## src/rtl/player_motion_ctrl.sv

```systemverilog
// Tile-locked player motion and camera offset, advanced once per VGA frame.
// Optional run mode (double speed per tile) enabled by defining PLAYER_RUN_EN.
module player_motion_ctrl #(
  parameter int unsigned TILE_PX      = 16,
  parameter int unsigned PX_PER_FRAME = 1,
  parameter int unsigned TURN_FRAMES  = 4,
  parameter int unsigned CAM_X_INIT   = 100,
  parameter int unsigned CAM_Y_INIT   = 100,
  parameter int unsigned CAM_X_MAX    = 960,
  parameter int unsigned CAM_Y_MAX    = 720
) (
  input  logic        Clk,
  input  logic        Reset,
  input  logic        VS,
  input  logic [7:0]  keycode,
`ifdef PLAYER_RUN_EN
  input  logic        run_key,
`endif
  output logic [1:0]  Direction,
  output logic        Character_Moving,
  output logic [1:0]  step_phase,
  output logic [10:0] cam_x,
  output logic [10:0] cam_y,
  output logic        frame_tick
);

  localparam int unsigned CAM_W     = 11;
  localparam int unsigned CNT_W     = $clog2(TILE_PX + 1);
  localparam int unsigned TURN_W    = $clog2(TURN_FRAMES + 1);
  localparam int unsigned TURN_LAST = (TURN_FRAMES >= 2) ? TURN_FRAMES - 2 : 0;
  localparam int unsigned HALF      = TILE_PX / 2;

  localparam logic [1:0] DIR_UP    = 2'd0;
  localparam logic [1:0] DIR_RIGHT = 2'd1;
  localparam logic [1:0] DIR_DOWN  = 2'd2;
  localparam logic [1:0] DIR_LEFT  = 2'd3;

  typedef enum logic [1:0] {IDLE, TURN, WALK} state_t;

  state_t             state_q, state_d;
  logic               vs_s1, vs_s2, vs_s3;
  logic [1:0]         dir_q, dir_d;
  logic [CAM_W-1:0]   cam_x_q, cam_x_d, cam_y_q, cam_y_d;
  logic [CNT_W-1:0]   pix_cnt_q, pix_cnt_d, base;
  logic [TURN_W-1:0]  turn_q, turn_d;
  logic               parity_q, parity_d;
  logic               moving_q, moving_d;
  logic [1:0]         phase_q, phase_d;
  logic [CAM_W-1:0]   step_px;
  logic               key_vld, same_key, can_go, tile_done, new_tile, step_en;
  logic [1:0]         key_dir;
`ifdef PLAYER_RUN_EN
  logic               run_q, run_d;
`endif

  // True when a full tile in direction d would push the camera out of range.
  function automatic logic blocked_f(input logic [1:0] d, input logic [CAM_W-1:0] x,
                                     input logic [CAM_W-1:0] y);
    logic b;
    b = 1'b0;
    case (d)
      DIR_UP:    b = (y < CAM_W'(TILE_PX));
      DIR_RIGHT: b = (({1'b0, x} + 12'(TILE_PX)) > 12'(CAM_X_MAX));
      DIR_DOWN:  b = (({1'b0, y} + 12'(TILE_PX)) > 12'(CAM_Y_MAX));
      default:   b = (x < CAM_W'(TILE_PX));
    endcase
    return b;
  endfunction

  // VS synchroniser and rising-edge pulse.
  always_ff @(posedge Clk or negedge Reset) begin
    if (!Reset) begin
      vs_s1      <= 1'b0;
      vs_s2      <= 1'b0;
      vs_s3      <= 1'b0;
      frame_tick <= 1'b0;
    end else begin
      vs_s1      <= VS;
      vs_s2      <= vs_s1;
      vs_s3      <= vs_s2;
      frame_tick <= vs_s2 & ~vs_s3;
    end
  end

  // Keycode decode; unlisted codes are treated as no key.
  always_comb begin
    key_vld = 1'b1;
    key_dir = DIR_UP;
    case (keycode)
      8'h1A:   key_dir = DIR_UP;
      8'h07:   key_dir = DIR_RIGHT;
      8'h16:   key_dir = DIR_DOWN;
      8'h04:   key_dir = DIR_LEFT;
      default: key_vld = 1'b0;
    endcase
  end

  assign same_key  = key_vld && (key_dir == dir_q);
  assign can_go    = same_key && !blocked_f(dir_q, cam_x_q, cam_y_q);
  assign tile_done = (pix_cnt_q == CNT_W'(TILE_PX));
  assign new_tile  = frame_tick && can_go &&
                     ((state_q == IDLE) || ((state_q == WALK) && tile_done));
  assign step_en   = new_tile || (frame_tick && (state_q == WALK) && !tile_done);

  always_ff @(posedge Clk or negedge Reset) begin
    if (!Reset) state_q <= IDLE;
    else        state_q <= state_d;
  end

  always_comb begin
    state_d = state_q;
    if (frame_tick) begin
      case (state_q)
        IDLE: begin
          if (key_vld && !same_key) state_d = TURN;
          else if (can_go)          state_d = WALK;
        end
        TURN: if (turn_q >= TURN_W'(TURN_LAST)) state_d = IDLE;
        WALK: if (tile_done && !can_go)         state_d = IDLE;
        default: state_d = IDLE;
      endcase
    end
  end

  // Datapath next values: facing, camera, counters and sprite phase.
  always_comb begin
    dir_d     = dir_q;
    cam_x_d   = cam_x_q;
    cam_y_d   = cam_y_q;
    pix_cnt_d = pix_cnt_q;
    turn_d    = turn_q;
    parity_d  = parity_q;
    moving_d  = moving_q;
    phase_d   = phase_q;
    base      = new_tile ? '0 : pix_cnt_q;
`ifdef PLAYER_RUN_EN
    run_d     = new_tile ? run_key : run_q;
    step_px   = run_d ? CAM_W'(2 * PX_PER_FRAME) : CAM_W'(PX_PER_FRAME);
`else
    step_px   = CAM_W'(PX_PER_FRAME);
`endif
    if (frame_tick) begin
      case (state_q)
        IDLE: begin
          if (!key_vld) begin
            parity_d = 1'b0;
          end else if (!same_key) begin
            dir_d  = key_dir;
            turn_d = '0;
          end
        end
        TURN:    turn_d = turn_q + TURN_W'(1);
        WALK:    if (tile_done) parity_d = ~parity_q;
        default: ;
      endcase
      if (step_en) begin
        pix_cnt_d = base + CNT_W'(step_px);
        case (dir_q)
          DIR_UP:    cam_y_d = cam_y_q - step_px;
          DIR_RIGHT: cam_x_d = cam_x_q + step_px;
          DIR_DOWN:  cam_y_d = cam_y_q + step_px;
          default:   cam_x_d = cam_x_q - step_px;
        endcase
      end
      moving_d = (state_d == WALK);
      if (state_d == WALK)
        phase_d = (base < CNT_W'(HALF)) ? (parity_d ? 2'd3 : 2'd1)
                                        : (parity_d ? 2'd2 : 2'd0);
      else
        phase_d = 2'd0;
    end
  end

  always_ff @(posedge Clk or negedge Reset) begin
    if (!Reset) begin
      dir_q     <= DIR_DOWN;
      cam_x_q   <= CAM_W'(CAM_X_INIT);
      cam_y_q   <= CAM_W'(CAM_Y_INIT);
      pix_cnt_q <= '0;
      turn_q    <= '0;
      parity_q  <= 1'b0;
      moving_q  <= 1'b0;
      phase_q   <= 2'd0;
`ifdef PLAYER_RUN_EN
      run_q     <= 1'b0;
`endif
    end else begin
      dir_q     <= dir_d;
      cam_x_q   <= cam_x_d;
      cam_y_q   <= cam_y_d;
      pix_cnt_q <= pix_cnt_d;
      turn_q    <= turn_d;
      parity_q  <= parity_d;
      moving_q  <= moving_d;
      phase_q   <= phase_d;
`ifdef PLAYER_RUN_EN
      run_q     <= run_d;
`endif
    end
  end

  assign Direction        = dir_q;
  assign Character_Moving = moving_q;
  assign step_phase       = phase_q;
  assign cam_x            = cam_x_q;
  assign cam_y            = cam_y_q;

endmodule
```

## config.mk

```make
export PLATFORM = sky130hd
export DESIGN_NAME = player_motion_ctrl
export DESIGN_NICKNAME = d
export VERILOG_FILES = /design/src/rtl/player_motion_ctrl.sv
export SDC_FILE = /design/constraint.sdc
export NUM_CORES = 1
export LEC_CHECK = 0
export BUFFER_PORTS_ARGS = -buffer_cell sky130_fd_sc_hd__buf_2
export CAP_MARGIN = 10
export CORE_UTILIZATION = 55
export CTS_BUF_LIST = sky130_fd_sc_hd__clkbuf_4 sky130_fd_sc_hd__clkbuf_8
export DETAILED_ROUTE_END_ITERATION = 16
export PLACE_DENSITY_LB_ADDON = 0.1
export SKIP_LAST_GASP = 1
export SYNTH_ARGS = -nofsm -noshare
export SYNTH_HDL_FRONTEND = slang
export SYNTH_SLANG_ARGS = --single-unit
```

## constraint.sdc

```tcl
create_clock -name Clk -period 4.16 [get_ports Clk]
set_input_delay 0.416 -clock Clk [delete_from_list [all_inputs] [get_ports Clk]]
set_output_delay 0.416 -clock Clk [all_outputs]
set_load 0.05 [all_outputs]
```

# Yosys cells after proc, flatten, opt, wreduce, memory -nomap -nowiden
# Index checks and enable logic that the tools add are counted.
# totals
regBits	42
in_bits	11
output_inout_bits	28
# op_classes
bitwise_logic	5
n_addsub	8
mux	23
n_reduce_logical	26
magnitude_cmp	6
n_eq_ne	13
# op_table
operator	n
11-bit one-hot mux with 2 select lines	2
11-bit by 5-bit adder with 12-bit output, second input constant	2
12-bit by 10-bit > comparator with 1-bit output, second input constant	2
11-bit by 1-bit adder with 11-bit output, second input constant	2
11-bit by 5-bit less-than comparator with 1-bit output, second input constant	2
11-bit by 1-bit subtractor with 11-bit output, second input constant	2
2-bit 2-to-1 mux	9
8-bit by 3-bit equality test with 1-bit output, second input constant	2
8-bit by 5-bit equality test with 1-bit output, second input constant	2
2-bit one-hot mux with 3 select lines	2
1-bit logical AND	9
4-bit AND reduction	2
2-bit equality test, second input constant	3
3-bit 2-to-1 mux	2
3-bit one-hot mux with 2 select lines	1
3-bit AND reduction	2
5-bit by 1-bit adder with 5-bit output, second input constant	1
5-bit equality test, second input constant	1
5-bit by 4-bit less-than comparator with 1-bit output, second input constant	1
5-bit 2-to-1 mux	1
2-bit by 1-bit equality test with 1-bit output, second input constant	2
1-bit logical NOT	4
2-bit logical NOT	2
1-bit 2-to-1 mux	4
13 further kinds	19

# Depth between registers and ports, before layout
# Gate-level depths: netlist of the first run.
# depth
ltp_word	12
ltp_mapped	13
ltp_nobuf	12

# Worst setup path before layout of the first run
# No wires, ideal clock.
# synth_path
kind	register to register
start	register dir_q[1] (netlist: Direction[1])
end	register cam_x_q[9] (netlist: cam_x[9])
n_path_buf	1
path_slack_ps	1244
stages_incl_launch_ff	11
t_arrival_ps	2791
period_less_slack_ps	2916
t_required_ps	4035
cell_sequence	dfstp_2 clkbuf_1 nand2b_1 ha_1 a21oi_1 nand2b_1 nand3_1 nor3_1 o21ai_0 xor2_1 mux2_2
# synth_between
elab_chain_cells	8
word_cells_on_any_way	15
cone_classes	eq/ne: 3; mux: 2; bitwise: 1; reduce/logical: 9
# synth_rtl
element	line	source
start: declaration	42	logic [1:0] dir_q, dir_d;
start signal: assignment	188	dir_q <= dir_d;
2-bit equality test, or another cell as far along	61, 158	
1-bit one-hot mux with 3 select lines	61	case (d)
1-bit logical NOT	99	assign can_go = same_key && !blocked_f(dir_q, cam_x_q, cam_y_q);
1-bit logical AND	99	
1-bit logical AND (2 in series)	101	assign new_tile = frame_tick && can_go &&
1-bit logical OR	103	assign step_en = new_tile || (frame_tick && (state_q == WALK) && !tile_done);
3-bit AND reduction (no line)	--	
end signal: assignment	177	cam_x_q <= CAM_W'(CAM_X_INIT);
end signal: assignment	189	cam_x_q <= cam_x_d;
end: declaration	43	logic [CAM_W-1:0] cam_x_q, cam_x_d, cam_y_q, cam_y_d;
# Parallel ways exist; a longest one is shown, timed or not.
# A chain may end at the register's enable or synchronous reset.

# Final worst setup path of the first run
# layout_path
start	register dir_q[0] (netlist: Direction[0])
end	register cam_y_q[10] (netlist: cam_y[10])
# layout_between
elab_chain_cells	8
word_cells_on_any_way	14
cone_classes	eq/ne: 3; mux: 2; reduce/logical: 9
# layout_rtl
element	line	source
2-bit equality test, or another cell as far along	61, 158	
1-bit one-hot mux with 3 select lines	61	
1-bit logical NOT	99	
1-bit logical AND	99	
1-bit logical AND (2 in series)	101	
1-bit logical OR	103	
3-bit AND reduction (no line)	--	
end signal: assignment	178	cam_y_q <= CAM_W'(CAM_Y_INIT);
end signal: assignment	190	cam_y_q <= cam_y_d;
end: declaration	43	
# Parallel ways exist; a longest one is shown, timed or not.

==> flow_metrics.env, run 1 <==
export IMPL_outcome="finished clean"
export IMPL_path_delay_family="simple AND/OR/NAND/NOR gates"
export IMPL_globalRouteOverflowTotal=0
export IMPL_r2r_cells=9
export IMPL_dr_pass1_iters=4
export IMPL_cts_buffers=5
export IMPL_diodes=0
export IMPL_synth_simple_area_share=0.1937
export IMPL_dp_hpwl_um=4453
export IMPL_die_h_um=74.21
export IMPL_ys_flop_type="dfrtp_1"
export IMPL_nFillCells=430
export IMPL_synthTopCellsByArea="dfrtp_1 31%, ha_1 9.2%, dfstp_2 6.4%, xnor2_1 4.9%, mux2_2 4.7%"
export IMPL_p_leak_nw=1.378
export IMPL_slowest_delay_ns=0.58
export IMPL_worstHoldStart="VS"
export IMPL_syn_inst=296
export IMPL_num_vias=2277
export IMPL_row_count=25
export IMPL_synth_top_area_frac=0.3054
export IMPL_hold_viol=0
export IMPL_crit_fanout=12
export IMPL_hold_buffers=0
export IMPL_die_area_sq_mm=0.005507
export IMPL_cp_data_required_time_ns=4.35
export IMPL_rrSetupSlack_ns=1.21
export IMPL_yosysUniqueCellTypes=52
export IMPL_yosysTopAreaCell="dfrtp_1"
export IMPL_start_kind="flop"
export IMPL_clk_pin_slew_ns=0.09
export IMPL_syn_nets=330
export IMPL_r2r_start="Direction[0]"
export IMPL_grt_pass1_vias=2189
export IMPL_chipWidth_um=74.21
export IMPL_postCtsSetupRepairBufs=0
export IMPL_fin_ws_ns=1.209
export IMPL_p_per_area_mw_per_mm2=542.6
export IMPL_critPathLaunch="Direction[0]"
export IMPL_seq_area_frac_synth=0.3695
export IMPL_pre_cts_slack_ns=1.121
export IMPL_core_sq_mm=0.004880
export IMPL_synthXorXnorAreaFrac=0.08246
export IMPL_drtIter0Drc=115
export IMPL_worst_path_stages=9
export IMPL_worst_path_buf_inv=0
export IMPL_start_util=0.5877
export IMPL_synth_seq_cells=42
export IMPL_synth_top_family_by_area="simple AND/OR/NAND/NOR gates"
export IMPL_min_period_ns=2.951
export IMPL_synth_edf_count=0
export IMPL_portBuffers=38
export IMPL_layout_nets=371
export IMPL_htree_levels=2
export IMPL_cp_slowest_cell="dfrtp_1"
export IMPL_synth_area_mux_share=0.04712
export IMPL_ys_warn_count=0
export IMPL_drc=0
export IMPL_postRouteAntennaNets=0
export IMPL_path_class="flop to flop"
export IMPL_areaGrowthSynthToFinish_pct=12.17
export IMPL_synth_compound_area_frac=0.1802
export IMPL_antenna_found_initial=0
export IMPL_clock_latency_ns=0.30
export IMPL_synthAdderAreaFrac=0.1056
export IMPL_whs_path_depth=1
export IMPL_ios=39
export IMPL_wire_per_inst_um=14.65
export IMPL_netlist_area_sq_mm=0.002868
export IMPL_fmax_mhz=338.9
export IMPL_finalCritPeriodShare=0.7093
export IMPL_ir_drop_mv=0.4490
export IMPL_skew_ns=0.01444
export IMPL_async_flop_share=1.000
export IMPL_cts_sinks=42
export IMPL_grt_usage=0.2357
export IMPL_path_cells="nand2b_1 > ha_1 > a21oi_1 > nand4_1 > a41o_1 > a21oi_1 > xnor2_1 > nor2_1 > xor2_1"
export IMPL_cp_end_kind="flop"
export IMPL_avgSynthCellArea_sq_um=9.688
export IMPL_drv_slew=0
export IMPL_crit_path_frequent_cell="a21oi_1"
export IMPL_worst_slew_pin_slew_ns=0.9176
export IMPL_p_total_mw=1.745
export IMPL_finalSetupViolCount=0
export IMPL_grt_max_degree=43
export IMPL_hold_class="input pin to flop"
export IMPL_drive_above_1_share=0.2278
export IMPL_rsz0062_at_grt="no"
export IMPL_vias_per_cell=5.622
export IMPL_max_cap_violations=0
export IMPL_cts_tree="yes"
export IMPL_post_cts_resized=0
export IMPL_crit_arrival_ns=3.14
export IMPL_setup_tns_ns=0
export IMPL_gp_congestion=0.8328
export IMPL_routed_wl_um=5933
export IMPL_cts_root_buf="clkbuf_8"
export IMPL_grt_pass1_wl_um=9929
export IMPL_maxSlewHeadroom=0.3882
export IMPL_clockBufferDepth=2
final cells by class:
cell class | instances | area, sq um | share of cell area
multi-input combinational | 240 | 1747 | 0.5430
sequential | 42 | 1060 | 0.3294
timing repair buffer | 39 | 197.7 | 0.06145
tap | 67 | 83.83 | 0.02606
clock buffer | 6 | 82.58 | 0.02567
inverter | 9 | 33.78 | 0.01050
clock inverter | 2 | 12.51 | 0.003890
per-layer routing:
layer  routed length, um  share of wire  track usage  up-vias
met5                   0              0            0        -
met4                  81          0.014      0.07128        0
met3                 156          0.026      0.04201       10
met2                2750           0.46       0.3919       37
met1                2944           0.50       0.3152     1067
li1                    -              -            -     1163
sequential cells by signal, summed over array words and instances (netlist names):
signal	count
cam_x	11
cam_y	11
pix_cnt_q	5
turn_q	3
Direction	2
state_q	2
step_phase	2
Character_Moving	1
frame_tick	1
parity_q	1
vs_s1	1
vs_s2	1
vs_s3	1
report_power, final:
part / leakage [nW] / internal (mW) / switching, mW / total [mW]
Combinational: 0.839 / 0.314 / 0.529 / 0.844
Clock: 0.0472 / 0.133 / 0.145 / 0.278
Sequential: 0.492 / 0.507 / 0.117 / 0.623
Total: 1.38 / 0.954 / 0.791 / 1.75
kinds of logic after synthesis:
| family | Yosys count |
|---|---|
| compound gates | 71 |
| xor+xnor | 27 |
| fa+ha+maj | 23 |
| buf+inv | 14 |
| flops | 42 |
| mux | 12 |
| simple gates | 107 |
metrics by stage:
| stage | std cells | hold slack (ns) | instance area (sq um) | utilization |
|---|---|---|---|---|
| 3_3_place_gp | 397 | 0.3326 | 3122 | 0.6397 |
| 3_5_place_dp | 397 | 0.3473 | 3122 | 0.6397 |
| 4_1_cts | 405 | 0.2193 | 3217 | 0.6592 |
| 2_1_floorplan | 296 | 0.1204 | 2868 | - |
| 5_1_grt | 405 | 0.2203 | 3217 | 0.6592 |
| 6_report | 405 | 0.2226 | 3217 | 0.6592 |
cells in the final DEF, fill, tap and decap left out, types with 5 or more instances in the layout:
| cell | instances |
|---|---|
| mux2_2 | 12 |
| xor2_1 | 11 |
| a21oi_1 | 14 |
| clkbuf_8 | 6 |
| xnor2_1 | 16 |
| nor2_1 | 20 |
| nand2_1 | 24 |
| inv_1 | 9 |
| nand3_1 | 13 |
| nor2b_1 | 5 |
| a21o_1 | 6 |
| nor3_1 | 8 |
| nand4_1 | 6 |
| dfstp_2 | 7 |
| o21ai_0 | 19 |
| ha_1 | 21 |
| dfrtp_1 | 35 |
| buf_2 | 38 |
| nand2b_1 | 11 |
final timing paths:
check	end
worst max-delay path	cam_y[10]
worst min-delay path	vs_s1
worst max register to register	cam_y[10]
worst min register to register	vs_s2
max in group asynchronous	cam_y[9]
min in group asynchronous	turn_q[2]
cell usage after synthesis, types with 2 or more instances:
cell / n
dfrtp_1: 35
nand2_1: 24
ha_1: 21
nor2_1: 20
o21ai_0: 19
xnor2_1: 16
a21oi_1: 14
nand3_1: 13
mux2_2: 12
nand2b_1: 11
xor2_1: 11
inv_1: 9
nor3_1: 8
dfstp_2: 7
a21o_1: 6
nand4_1: 6
nor2b_1: 5
a31oi_1: 4
nor4_1: 4
o31ai_1: 4
a22o_1: 3
clkbuf_1: 3
o41ai_1: 3
or3_1: 3
a41o_1: 2
fa_1: 2
nand4b_1: 2
nor3b_1: 2
o211a_1: 2
o21ai_1: 2
or3_4: 2
Note: power is estimated with default switching activity, not from simulation.
==> run 2: changes to the inputs <==
==> constraint.sdc (replaced) <==
create_clock -name Clk -period 3.1 [get_ports Clk]
set_input_delay 0.31 -clock Clk [delete_from_list [all_inputs] [get_ports Clk]]
set_output_delay 0.31 -clock Clk [all_outputs]
set_load 0.05 [all_outputs]
==> run 2 against run 1 <==
Net effect:
- clock power up 28%
- clock-buffer cell count unchanged
- design area up 1.1%
- utilization up 0.74 points
- sequential cell count unchanged
- global-route usage up 0.95 points
- combinational power up 35%
- die area unchanged
- register-to-register slack worse by 0.91 ns
- largest power group unchanged
- highest routed layer unchanged
==> flow_metrics.env, run 2 (synthesis results as in run 1) <==
export IMPL_max_cap_violations=0
export IMPL_row_count=25
export IMPL_p_total_mw=2.326
export IMPL_drive_above_1_share=0.2413
export IMPL_cts_root_buf="clkbuf_8"
export IMPL_cp_data_required_time_ns=3.34
export IMPL_grt_max_degree=43
export IMPL_post_cts_resized=0
export IMPL_portBuffers=38
export IMPL_hold_buffers=0
export IMPL_fin_cells=411
export IMPL_postRouteAntennaNets=0
export IMPL_gp_congestion=0.8713
export IMPL_cp_end_kind="flop"
export IMPL_worstHoldStart="VS"
export IMPL_num_vias=2345
export IMPL_slowest_delay_ns=0.57
export IMPL_setup_tns_ns=0
export IMPL_rsz0062_at_grt="no"
export IMPL_p_leak_nw=1.408
export IMPL_skew_ns=0.007821
export IMPL_most_common_layout_cells="38 x buf_2, 35 x dfrtp_1, 24 x nand2_1"
export IMPL_routed_wl_um=5924
export IMPL_place_area_sq_mm=0.003167
export IMPL_whs_ns=0.1116
export IMPL_p_per_area_mw_per_mm2=715.1
export IMPL_htree_levels=2
export IMPL_antenna_found_initial=0
export IMPL_worst_slew_pin_slew_ns=0.9490
export IMPL_critPathLaunch="cam_x[0]"
export IMPL_finalSetupViolCount=0
export IMPL_cts_tree="yes"
export IMPL_nFillCells=411
export IMPL_hold_class="input pin to flop"
export IMPL_vias_per_cell=5.706
export IMPL_placed_cells=403
export IMPL_areaGrowthSynthToFinish_pct=13.44
export IMPL_ir_drop_mv=0.6507
export IMPL_dp_hpwl_um=4430
export IMPL_chipWidth_um=74.21
export IMPL_grt_pass1_wl_um=10120
export IMPL_dr_pass1_iters=4
export IMPL_final_area_sq_mm=0.003253
export IMPL_rrSetupSlack_ns=0.30
export IMPL_die_area_sq_mm=0.005507
export IMPL_grt_usage=0.2452
export IMPL_finalCritPeriodShare=0.9027
export IMPL_wire_per_inst_um=14.41
export IMPL_drv_slew=0
export IMPL_path_cells="or4_1 > a311oi_1 > or3_1 > o211a_1 > nand2_1 > nor2_1 > nor2b_1 > ha_1 > nand3_1 > o21ai_0 > a31oi_1 > o21a_1"
export IMPL_fmax_mhz=357.3
export IMPL_outcome="finished clean"
export IMPL_globalRouteOverflowTotal=0
export IMPL_start_util=0.5877
export IMPL_cp_slowest_cell="or4_1"
export IMPL_core_sq_mm=0.004880
export IMPL_grt_pass1_vias=2196
export IMPL_setup_worst_path_end="pix_cnt_q[2]"
export IMPL_die_h_um=74.21
export IMPL_post_route_util=0.6667
export IMPL_start_kind="flop"
export IMPL_r2r_cells=12
export IMPL_path_class="flop to flop"
export IMPL_drtIter0Drc=103
export IMPL_clockBufferDepth=2
export IMPL_ios=39
export IMPL_hold_viol=0
export IMPL_min_period_ns=2.799
export IMPL_r2r_end="pix_cnt_q[2]"
export IMPL_cts_buffers=5
export IMPL_diodes=0
export IMPL_postCtsSetupRepairBufs=0
export IMPL_cts_sinks=42
export IMPL_maxSlewHeadroom=0.3673
export IMPL_crit_arrival_ns=3.04
export IMPL_layout_nets=377
export IMPL_crit_fanout=5
export IMPL_layout_commonest_cell="buf_2"
export IMPL_fin_ws_ns=0.3015
export IMPL_pre_cts_slack_ns=0.1900
export IMPL_r2r_start="cam_x[0]"
export IMPL_clock_latency_ns=0.30
export IMPL_clk_pin_slew_ns=0.08
export IMPL_drc=0
==> run 2: changes by cell type in the layout (fill, tap and decap cells not counted), sizes merged <==
cell / change
buf: +6
clkinv: +1
clkinvlp: -1
==> run 2: power breakdown <==
part	leakage [nW]	internal (mW)	switching [mW]	total [mW]
Combinational	0.868	0.425	0.712	1.14
Sequential	0.492	0.680	0.155	0.835
Clock	0.0484	0.165	0.190	0.355
Total	1.41	1.27	1.06	2.33
==> run 2: routing by layer <==
| metal | up-vias | routed length, um | GRT usage |
|---|---|---|---|
| met1 | 1113 | 2850 | 0.3382 |
| met5 | - | 0 | 0 |
| met3 | 5 | 245 | 0.04065 |
| li1 | 1181 | - | - |
| met2 | 46 | 2762 | 0.3788 |
| met4 | 0 | 64 | 0.1132 |
==> run 2: layout make-up <==
type,count,area [sq um],share of cell area
clock buffers,6,76.32,0.02346
clock inverters,2,10.01,0.003077
inverters,9,33.78,0.01038
multi-input cells,240,1747,0.5369
flip-flops and latches,42,1060,0.3258
well taps,67,83.83,0.02577
repair buffers,45,242.7,0.07462
==> run 2: how the worst min path moves through the flow <==
stage,to,slack [ns],cells past startpoint
3_5_place_dp,vs_s2,0.35,0
5_1_grt,vs_s1,0.1,1
3_3_place_gp,vs_s2,0.33,0
6_report,vs_s1,0.11,1
4_1_cts,vs_s1,0.10,1
2_1_floorplan,Character_Moving,0.01,0
==> run 2: critical path, delay by kind of cell (launching register included) <==
family	cells	cell delay, ns
DFF	1	0.44
and+or+nand+nor	6	1.19
adders and majority gates	1	0.23
AOI/OAI and AO/OA	5	0.88
